==> config.mk <==
export PLATFORM = sky130hd
export DESIGN_NAME = axis_ggx_theta
export DESIGN_NICKNAME = d
export VERILOG_FILES = /design/src/rtl/axis_ggx_theta.sv
export SDC_FILE = /design/constraint.sdc
export NUM_CORES = 2
export LEC_CHECK = 0
export BUFFER_PORTS_ARGS = -buffer_cell sky130_fd_sc_hd__buf_2
export CAP_MARGIN = 30
export CELL_PAD_IN_SITES_DETAIL_PLACEMENT = 2
export CELL_PAD_IN_SITES_GLOBAL_PLACEMENT = 2
export CORE_UTILIZATION = 42
export DETAILED_ROUTE_END_ITERATION = 12
export MAX_ROUTING_LAYER = met4
export PLACE_DENSITY_LB_ADDON = 0.1
export SLEW_MARGIN = 20
export SYNTH_ARGS = -nofsm -noshare
export SYNTH_HDL_FRONTEND = slang
export SYNTH_SLANG_ARGS = --single-unit
==> constraint.sdc <==
create_clock -name s00_axis_aclk -period 16 [get_ports s00_axis_aclk]
set_input_delay 3.2 -clock s00_axis_aclk [delete_from_list [all_inputs] [get_ports s00_axis_aclk]]
set_output_delay 3.2 -clock s00_axis_aclk [all_outputs]
set_load 0.005 [all_outputs]
==> src/rtl/axis_ggx_theta.sv <==
// ============================================================================
// Module   : axis_ggx_theta
// Purpose  : Maps packed Sobol samples (u1,u2) to GGX cos^2(theta) and phi.
//            Build option: GGX_THETA_OVERLAP_EN lets OUT accept the next sample.
// Revision : 1.0 - initial release
// ============================================================================
`default_nettype none

module axis_ggx_theta #(
  parameter int FRAC_BITS  = 32,
  parameter int ALPHA_BITS = 16
) (
  input  logic                      s00_axis_aclk,
  input  logic                      s00_axis_areset,
  input  logic [ALPHA_BITS-1:0]     alpha2,
  input  logic                      s00_axis_tvalid,
  output logic                      s00_axis_tready,
  input  logic [2*FRAC_BITS-1:0]    s00_axis_tdata,
  input  logic [2*FRAC_BITS/8-1:0]  s00_axis_tstrb,
  input  logic                      s00_axis_tlast,
  output logic                      m00_axis_tvalid,
  input  logic                      m00_axis_tready,
  output logic [2*FRAC_BITS-1:0]    m00_axis_tdata,
  output logic [2*FRAC_BITS/8-1:0]  m00_axis_tstrb,
  output logic                      m00_axis_tlast
);

  localparam int CNT_W = (FRAC_BITS > 1) ? $clog2(FRAC_BITS) : 1;

  typedef enum logic [1:0] {
    S_IDLE = 2'd0,
    S_MUL  = 2'd1,
    S_DIV  = 2'd2,
    S_OUT  = 2'd3
  } state_t;

  state_t r_state;
  state_t w_state_nxt;
  logic   w_s_tready;
  logic   w_m_tvalid;
  logic   w_accept;

  logic [FRAC_BITS-1:0]  r_u1;
  logic [FRAC_BITS-1:0]  r_u2;
  logic [ALPHA_BITS-1:0] r_alpha;
  logic                  r_last;

  logic [FRAC_BITS:0]    r_num;
  logic [FRAC_BITS:0]    r_den;
  logic                  r_sat;
  logic [FRAC_BITS+1:0]  r_rem;
  logic [FRAC_BITS-1:0]  r_quo;
  logic [CNT_W-1:0]      r_cnt;

  logic [FRAC_BITS-1:0]  r_cos;
  logic [FRAC_BITS-1:0]  r_phi;
  logic                  r_olast;

  logic [ALPHA_BITS+FRAC_BITS-1:0] w_prod;
  logic [FRAC_BITS:0]    w_num;
  logic [FRAC_BITS:0]    w_p;
  logic [FRAC_BITS:0]    w_den;
  logic [FRAC_BITS+1:0]  w_sh;
  logic [FRAC_BITS+1:0]  w_den_ext;
  logic                  w_ge;
  logic [FRAC_BITS+1:0]  w_rem_nxt;
  logic [FRAC_BITS-1:0]  w_quo_nxt;
  logic                  w_unused;

  always_ff @(posedge s00_axis_aclk) begin
    if (s00_axis_areset) begin
      r_state <= S_IDLE;
    end else begin
      r_state <= w_state_nxt;
    end
  end

  always_comb begin
    w_state_nxt = r_state;
    w_s_tready  = 1'b0;
    w_m_tvalid  = 1'b0;
    case (r_state)
      S_IDLE: begin
        w_s_tready = 1'b1;
        if (s00_axis_tvalid) w_state_nxt = S_MUL;
      end
      S_MUL: w_state_nxt = S_DIV;
      S_DIV: if (r_cnt == '0) w_state_nxt = S_OUT;
      S_OUT: begin
        w_m_tvalid = 1'b1;
`ifdef GGX_THETA_OVERLAP_EN
        w_s_tready = m00_axis_tready;
        if (m00_axis_tready) w_state_nxt = s00_axis_tvalid ? S_MUL : S_IDLE;
`else
        if (m00_axis_tready) w_state_nxt = S_IDLE;
`endif
      end
      default: w_state_nxt = S_IDLE;
    endcase
  end

  // Held low while reset is asserted so nothing is accepted during reset.
  assign s00_axis_tready = w_s_tready && !s00_axis_areset;
  assign w_accept        = s00_axis_tvalid && s00_axis_tready;

  assign w_prod = {{FRAC_BITS{1'b0}}, r_alpha} * {{ALPHA_BITS{1'b0}}, r_u1};
  assign w_num  = {1'b1, {FRAC_BITS{1'b0}}} - {1'b0, r_u1};
  assign w_p    = w_prod[ALPHA_BITS-1 +: FRAC_BITS+1];
  assign w_den  = w_num + w_p;

  // Restoring division step: remainder stays below den, so F+2 bits suffice.
  assign w_sh      = {r_rem[FRAC_BITS:0], 1'b0};
  assign w_den_ext = {1'b0, r_den};
  assign w_ge      = (w_sh >= w_den_ext);
  assign w_rem_nxt = w_ge ? (w_sh - w_den_ext) : w_sh;
  assign w_quo_nxt = {r_quo[FRAC_BITS-2:0], w_ge};

  always_ff @(posedge s00_axis_aclk) begin
    if (s00_axis_areset) begin
      r_u1    <= '0;
      r_u2    <= '0;
      r_alpha <= '0;
      r_last  <= 1'b0;
      r_num   <= '0;
      r_den   <= '0;
      r_sat   <= 1'b0;
      r_rem   <= '0;
      r_quo   <= '0;
      r_cnt   <= '0;
      r_cos   <= '0;
      r_phi   <= '0;
      r_olast <= 1'b0;
    end else begin
      if (w_accept) begin
        r_u1    <= s00_axis_tdata[FRAC_BITS-1:0];
        r_u2    <= s00_axis_tdata[2*FRAC_BITS-1:FRAC_BITS];
        r_alpha <= alpha2;
        r_last  <= s00_axis_tlast;
      end
      case (r_state)
        S_MUL: begin
          r_num <= w_num;
          r_den <= w_den;
          r_sat <= (w_num == w_den);
          r_rem <= {1'b0, w_num};
          r_cnt <= CNT_W'(FRAC_BITS - 1);
        end
        S_DIV: begin
          r_rem <= w_rem_nxt;
          r_quo <= w_quo_nxt;
          r_cnt <= r_cnt - CNT_W'(1);
          // Output registers only change here, so they hold steady in OUT.
          if (r_cnt == '0) begin
            r_cos   <= r_sat ? {FRAC_BITS{1'b1}} : w_quo_nxt;
            r_phi   <= r_u2;
            r_olast <= r_last;
          end
        end
        default: ;
      endcase
    end
  end

  assign m00_axis_tvalid = w_m_tvalid;
  assign m00_axis_tdata  = {r_phi, r_cos};
  assign m00_axis_tlast  = r_olast;
  assign m00_axis_tstrb  = '1;

  assign w_unused = ^{s00_axis_tstrb, w_prod[ALPHA_BITS-2:0], r_rem[FRAC_BITS+1], r_num};

endmodule

`default_nettype wire
# Word-level counts from Yosys, hierarchy flattened
# Index checks and enable logic that the tools add are counted.
[classes] n_bitwise=0 n_lt_le_gt_ge=1 n_eq_ne=7 n_div=0 shifts=0 muxes=10 n_mul=1 reduce_logical=8 addsub=4
[op_table] operator="$pmux W33 S2" count=1
[op_table] operator="$mul A16 B32 Y48" count=1
[op_table] operator="$ge A34 B33 Y1" count=1
[op_table] operator="$add A33 B33 Y33" count=1
[op_table] operator="$eq A33 B33 Y1" count=1
[op_table] operator="$mux W33" count=1
[op_table] operator="$sub A33 B32 Y33 const A" count=1
[op_table] operator="$sub A33 B33 Y33" count=1
[op_table] operator="$mux W32" count=1
[op_table] operator="$pmux W5 S2" count=1
[op_table] operator="$pmux W2 S4" count=1
[op_table] operator="$mux W2" count=3
[op_table] operator="$ne A2 B2 Y1 const B" count=3
[op_table] operator="$logic_not A5 Y1" count=1
[op_table] operator="$sub A5 B1 Y5 const B" count=1
[op_table] operator="$eq A2 B2 Y1 const B" count=2
[op_table] operator="$reduce_and A3 Y1" count=1
[op_table] operator="$eq A2 B1 Y1 const B" count=1
[op_table] operator="$logic_and A1 B1 Y1" count=2
[op_table] operator="$logic_not A2 Y1" count=1
[op_table] operator="$mux W1" count=2
[op_table] operator="$reduce_and A2 Y1" count=1
[op_table] operator="$reduce_bool A2 Y1" count=1
[op_table] operator="$logic_not A1 Y1" count=1
[totals] reg_bits=251 elab_cells=44 rom_bits=0 mem_bits_rw=0 in_bits=93 mem_count=0 out_inout_bits=75 latch_bits=0

# Logic depth before layout (Yosys ltp)
[logic_depth] ltp_word=4 mapped_depth=41 depth_no_buf=39

# Least setup slack after synthesis
# Ideal clock, no wire load.
[synth_timing] path_type="flip-flop to flip-flop" start="register r_u1[18]" end="register r_sat" path_slack_ns=6.925 arrival_time_ns=9.006 setup_ns=0.069 stages_incl_launch_ff=38 required_ns=15.931 path_cell_list="dfxtp_1 > clkbuf_1 > clkbuf_1 > nand2_1 > fa_1 > inv_1 > fa_1 > inv_1 > fa_1 > inv_1 > fa_1 > fa_1 > inv_1 > fa_1 > inv_1 > ha_1 > and4_1 > nand3_1 > [... 2 more ...] > o211ai_1 > o31ai_1 > nand2_1 > o21ai_0 > a21oi_1 > xnor2_1 > ha_1 > a21o_1 > a21oi_1 > nor2b_1 > a311o_1 > or3_1 > o21ai_0 > o2111ai_1 > a21oi_1 > xnor2_1 > xor3_1 > o21ai_1"
[synth_between] elab_chain_cells=3 elab_cells_between_ends=4
[synth_lines] item="start, declared" line="43" rtl="logic [FRAC_BITS-1:0] r_u1;"
[synth_lines] item="start signal, assigned" line="135" rtl="r_u1 <= s00_axis_tdata[FRAC_BITS-1:0];"
[synth_lines] item="$mul A16 B32 Y48 / $sub A33 B32 Y33 (equally long branches)" line="106, 107"
[synth_lines] item="$add A33 B33 Y33" line="109" rtl="assign w_den = w_num + w_p;"
[synth_lines] item="$eq A33 B33 Y1 (*)" line="144" rtl="r_sat <= (w_num == w_den);"
[synth_lines] item="end signal, assigned" line="144"
[synth_lines] item="end, declared" line="50" rtl="logic r_sat;"
# Every way passes the cells marked *; elsewhere a longest branch is shown, timed or not.
# A chain may end at the register's enable or synchronous reset.

# Worst setup path in the final report
[layout_timing] start="register r_alpha[4]" end="register r_sat"
[layout_between] elab_chain_cells=3
[layout_lines] item="start, declared" line="45" rtl="logic [ALPHA_BITS-1:0] r_alpha;"
[layout_lines] item="start signal, assigned" line="137" rtl="r_alpha <= alpha2;"
[layout_lines] item="$mul A16 B32 Y48" line="106" rtl="assign w_prod = {{FRAC_BITS{1'b0}}, r_alpha} * {{ALPHA_BITS{1'b0}}, r_u1};"
[layout_lines] item="$add A33 B33 Y33" line="109"
[layout_lines] item="$eq A33 B33 Y1" line="144"
# Every way passes these cells.

==> impl_metrics.yaml <==
run_status:
  status: "complete, no violations"
critical_path:
  reg2reg_slack_ns: 4.64
  arrival_ns: 11.87
  slowest_stage: "dfxtp_1"
  startpoint_type: "flop"
  crit_fanout: 18
  max_stage_delay_ns: 0.90
  end_kind: "flop"
  path_class: "flop to flop"
  worstPathRequired_ns: 16.52
  cp_common_cell: "fa_1"
worst_hold_path:
  hold_class: "flop to flop"
place:
  dp_slack_ns: 4.73
  hpwl_um: 79400
  gp_congestion: 0.898
  portBuffers: 151
sta:
  drv_slew: 0
  slew_headroom_pct: 33.6
  fin_setup_tns_ns: 0
  fin_ws_ns: 4.64
  setup_viol_count_final: 0
  fmax_mhz: 88.1
  skew_ns: 0.0268
  tightest_slew_ns: 0.971
  period_needed_ns: 11.36
  rsz0062_at_grt: "false"
  hold_viol: 0
  fin_crit_sh_pct: 71.0
cts:
  cts_buffer_depth: 3
  holdBufCountCts: 0
  cts_tree: "yes"
  path_clk_slew_ns: 0.06
  clock-root-buffer: "clkbuf_16"
  numCtsBuffers: 30
  cts_sinks: 251
  cts_resized: 0
  insertion_delay_ns: 0.61
  post_cts_buffers: 0
  htree_levels: 1
power_and_ir_drop:
  power_leakage_nw: 15.0
  pwr_density_cell_nw_per_um2: 194
  ir_worst_vdd_mv: 0.134
floorplanning:
  initial_core_util_pct: 42.5
  dieHeight_um: 268
  fp-row-count: 97
  core_sq_um: 70000
  ioPinCount: 168
  die_w_um: 268
  dieArea_sq_um: 71900
yosys:
  yosys.area.top_type_share_pct: 28.2
  synthFlopType: "dfxtp_1"
  post_synth_num_cell_types: 82
  ys_seq_area_share_pct: 16.9
  synth_warnings: 0
  synthTopCellsByArea: "fa_1 (28%), dfxtp_1 (17%), nand2_1 (8.0%)"
  synth_top_area_cell: "fa_1"
  synth_edf_count: 0
  syn_area_sq_um: 29700
  ys_ff_latch: 251
  avgSynthCellArea_sq_um: 8.22
  synthCells: 3616
  synth_common_cells: "nand2_1 (634), inv_1 (563), fa_1 (419), dfxtp_1 (251), clkbuf_1 (199)"
  synth.most_common_cell: "nand2_1"
  ys_async_sr_fraction_pct: 0
drt:
  wl_um: 108000
  via_count: 25381
  routedWlPerCell_um: 23.3
  ant_nets: 0
  dr.first_iter.drc_count: 948
  vias_per_cell: 5.51
  drc: 0
  dr.pass1.iters: 5
grt:
  antenna_found_initial: 7
  grt_pass1_vias: 30029
  grtUsageTotal_pct: 31.3
  grt_max_degree: 123
  grt_overflow_total: 0
  grt_pass1_wl_um: 169000
final_layout:
  fill_cells: 7836
  drive_above_1_share_pct: 8.33
  post-route-util_pct: 46.3
  multi_input_area_sq_um: 21700
  register_area_sq_um: 5030
  area_growth_pct: 9.04
  nets: 4340
job:
  drv_cap: 0
sequential cells by signal (all words and copies together), names as in the netlist:
register / cells
r_cnt: 5
r_quo: 31
m00_axis_tlast: 1
r_u2: 32
r_state: 2
r_alpha: 16
r_rem: 33
r_phi: 32
r_sat: 1
r_den: 33
r_last: 1
r_cos: 32
r_u1: 32
cell usage in the layout, fill, tap and decap left out, types with 7 or more instances in the layout:
master     synthesis  layout
a21oi_1          120     120
nor3_1            96      95
and3_1            14      14
clkbuf_1         199       7
xor2_1            45      45
and2_1           178     176
o211a_1            7       7
o21a_1            11      11
diode_2            0       8
clkbuf_16          0      30
nand2_1          634     633
a31oi_1            8       8
buf_2              3     150
nand2b_1          13      13
o211ai_1           8       8
dfxtp_2            0       8
inv_1            563     563
nor2b_1           13      13
ha_1             190     188
nand3_1           28      28
dfxtp_1          251     243
mux2i_1           58      58
xnor2_1           81      81
or2_2              7       7
nand4_1           17      17
or3_1              8       8
o32ai_1           28      28
o31ai_1           11      11
a21o_1            57      57
fa_1             419     419
nor2_1           193     192
o21ai_0          151     151
xnor3_1            7       7
conb_1             1       8
clkbuf_8           0       7
a211oi_1          63      63
buf_4              8      56
final cells by class:
class | count | area share (%)
Antenna cell | 8 | 0.0617
Clock buffer | 44 | 2.69
Clock inverter | 12 | 0.513
Inverter | 565 | 6.54
Multi-Input combinational cell | 2576 | 67.0
Sequential cell | 251 | 15.5
Tap cell | 940 | 3.63
Timing Repair Buffer | 214 | 4.00
worst max-delay path, delay by kind of cell, from the launching register on:
family / cells / cell delay (ns)
AOI/OAI and AO/OA: 11 / 3.11
buffers and inverters: 6 / 0.72
adders and majority gates: 8 / 3.83
and+or+nand+nor: 11 / 2.00
DFF: 1 / 0.90
xor gates and xnor gates: 2 / 0.65
where the power goes:
| part | leakage (nW) | switching (mW) | internal (mW) |
|---|---|---|---|
| clock network | 0.510 | 0.298 | 0.427 |
| registers | 2.05 | 0.116 | 0.750 |
| logic | 12.5 | 2.96 | 1.76 |
| total | 15.0 | 3.37 | 2.93 |
per-stage QoR:
step	instance area (sq um)	hold WS, ns	power, mW	std cells
floorplan	29800	0.432	4.11	3623
global placement	31300	0.437	5.25	4540
detailed placement	31300	0.448	5.51	4543
CTS	32400	0.455	6.29	4599
global route	32400	0.473	6.78	4608
finish	32400	0.446	6.31	4610
routing by layer:
layer / vias up / part of all wire [%] / track usage (%) / routed length, um
li1: 11431 / - / - / -
met1: 13216 / 41 / 36.3 / 44200
met2: 530 / 52 / 56.2 / 55700
met3: 204 / 4.2 / 4.04 / 4490
met4: 0 / 3.0 / 9.19 / 3230
met5: - / 0 / - / 0
worst paths after layout:
kind	endpoint	depth (start not counted)	startpoint
worst max register to register	r_sat	38	r_alpha[4]
worst max-delay path	r_sat	38	r_alpha[4]
worst min-delay path	r_phi[21]	2	r_u2[21]
worst min register to register	r_phi[21]	2	r_u2[21]
logic make-up (layout without fill, tap and decap cells):
group,count (synthesis),count (layout),share of synthesized area (%)
muxes,59,59,1.99
adders and majority gates,609,609,36.2
DFF,251,251,16.9
other,1,16,0.0126
and+or+nand+nor,1235,1235,18.8
buffers and inverters,796,835,10.2
AOI/OAI and AO/OA,530,530,11.5
xor gates and xnor gates,135,135,4.40
(Power assumes the default switching activity.)
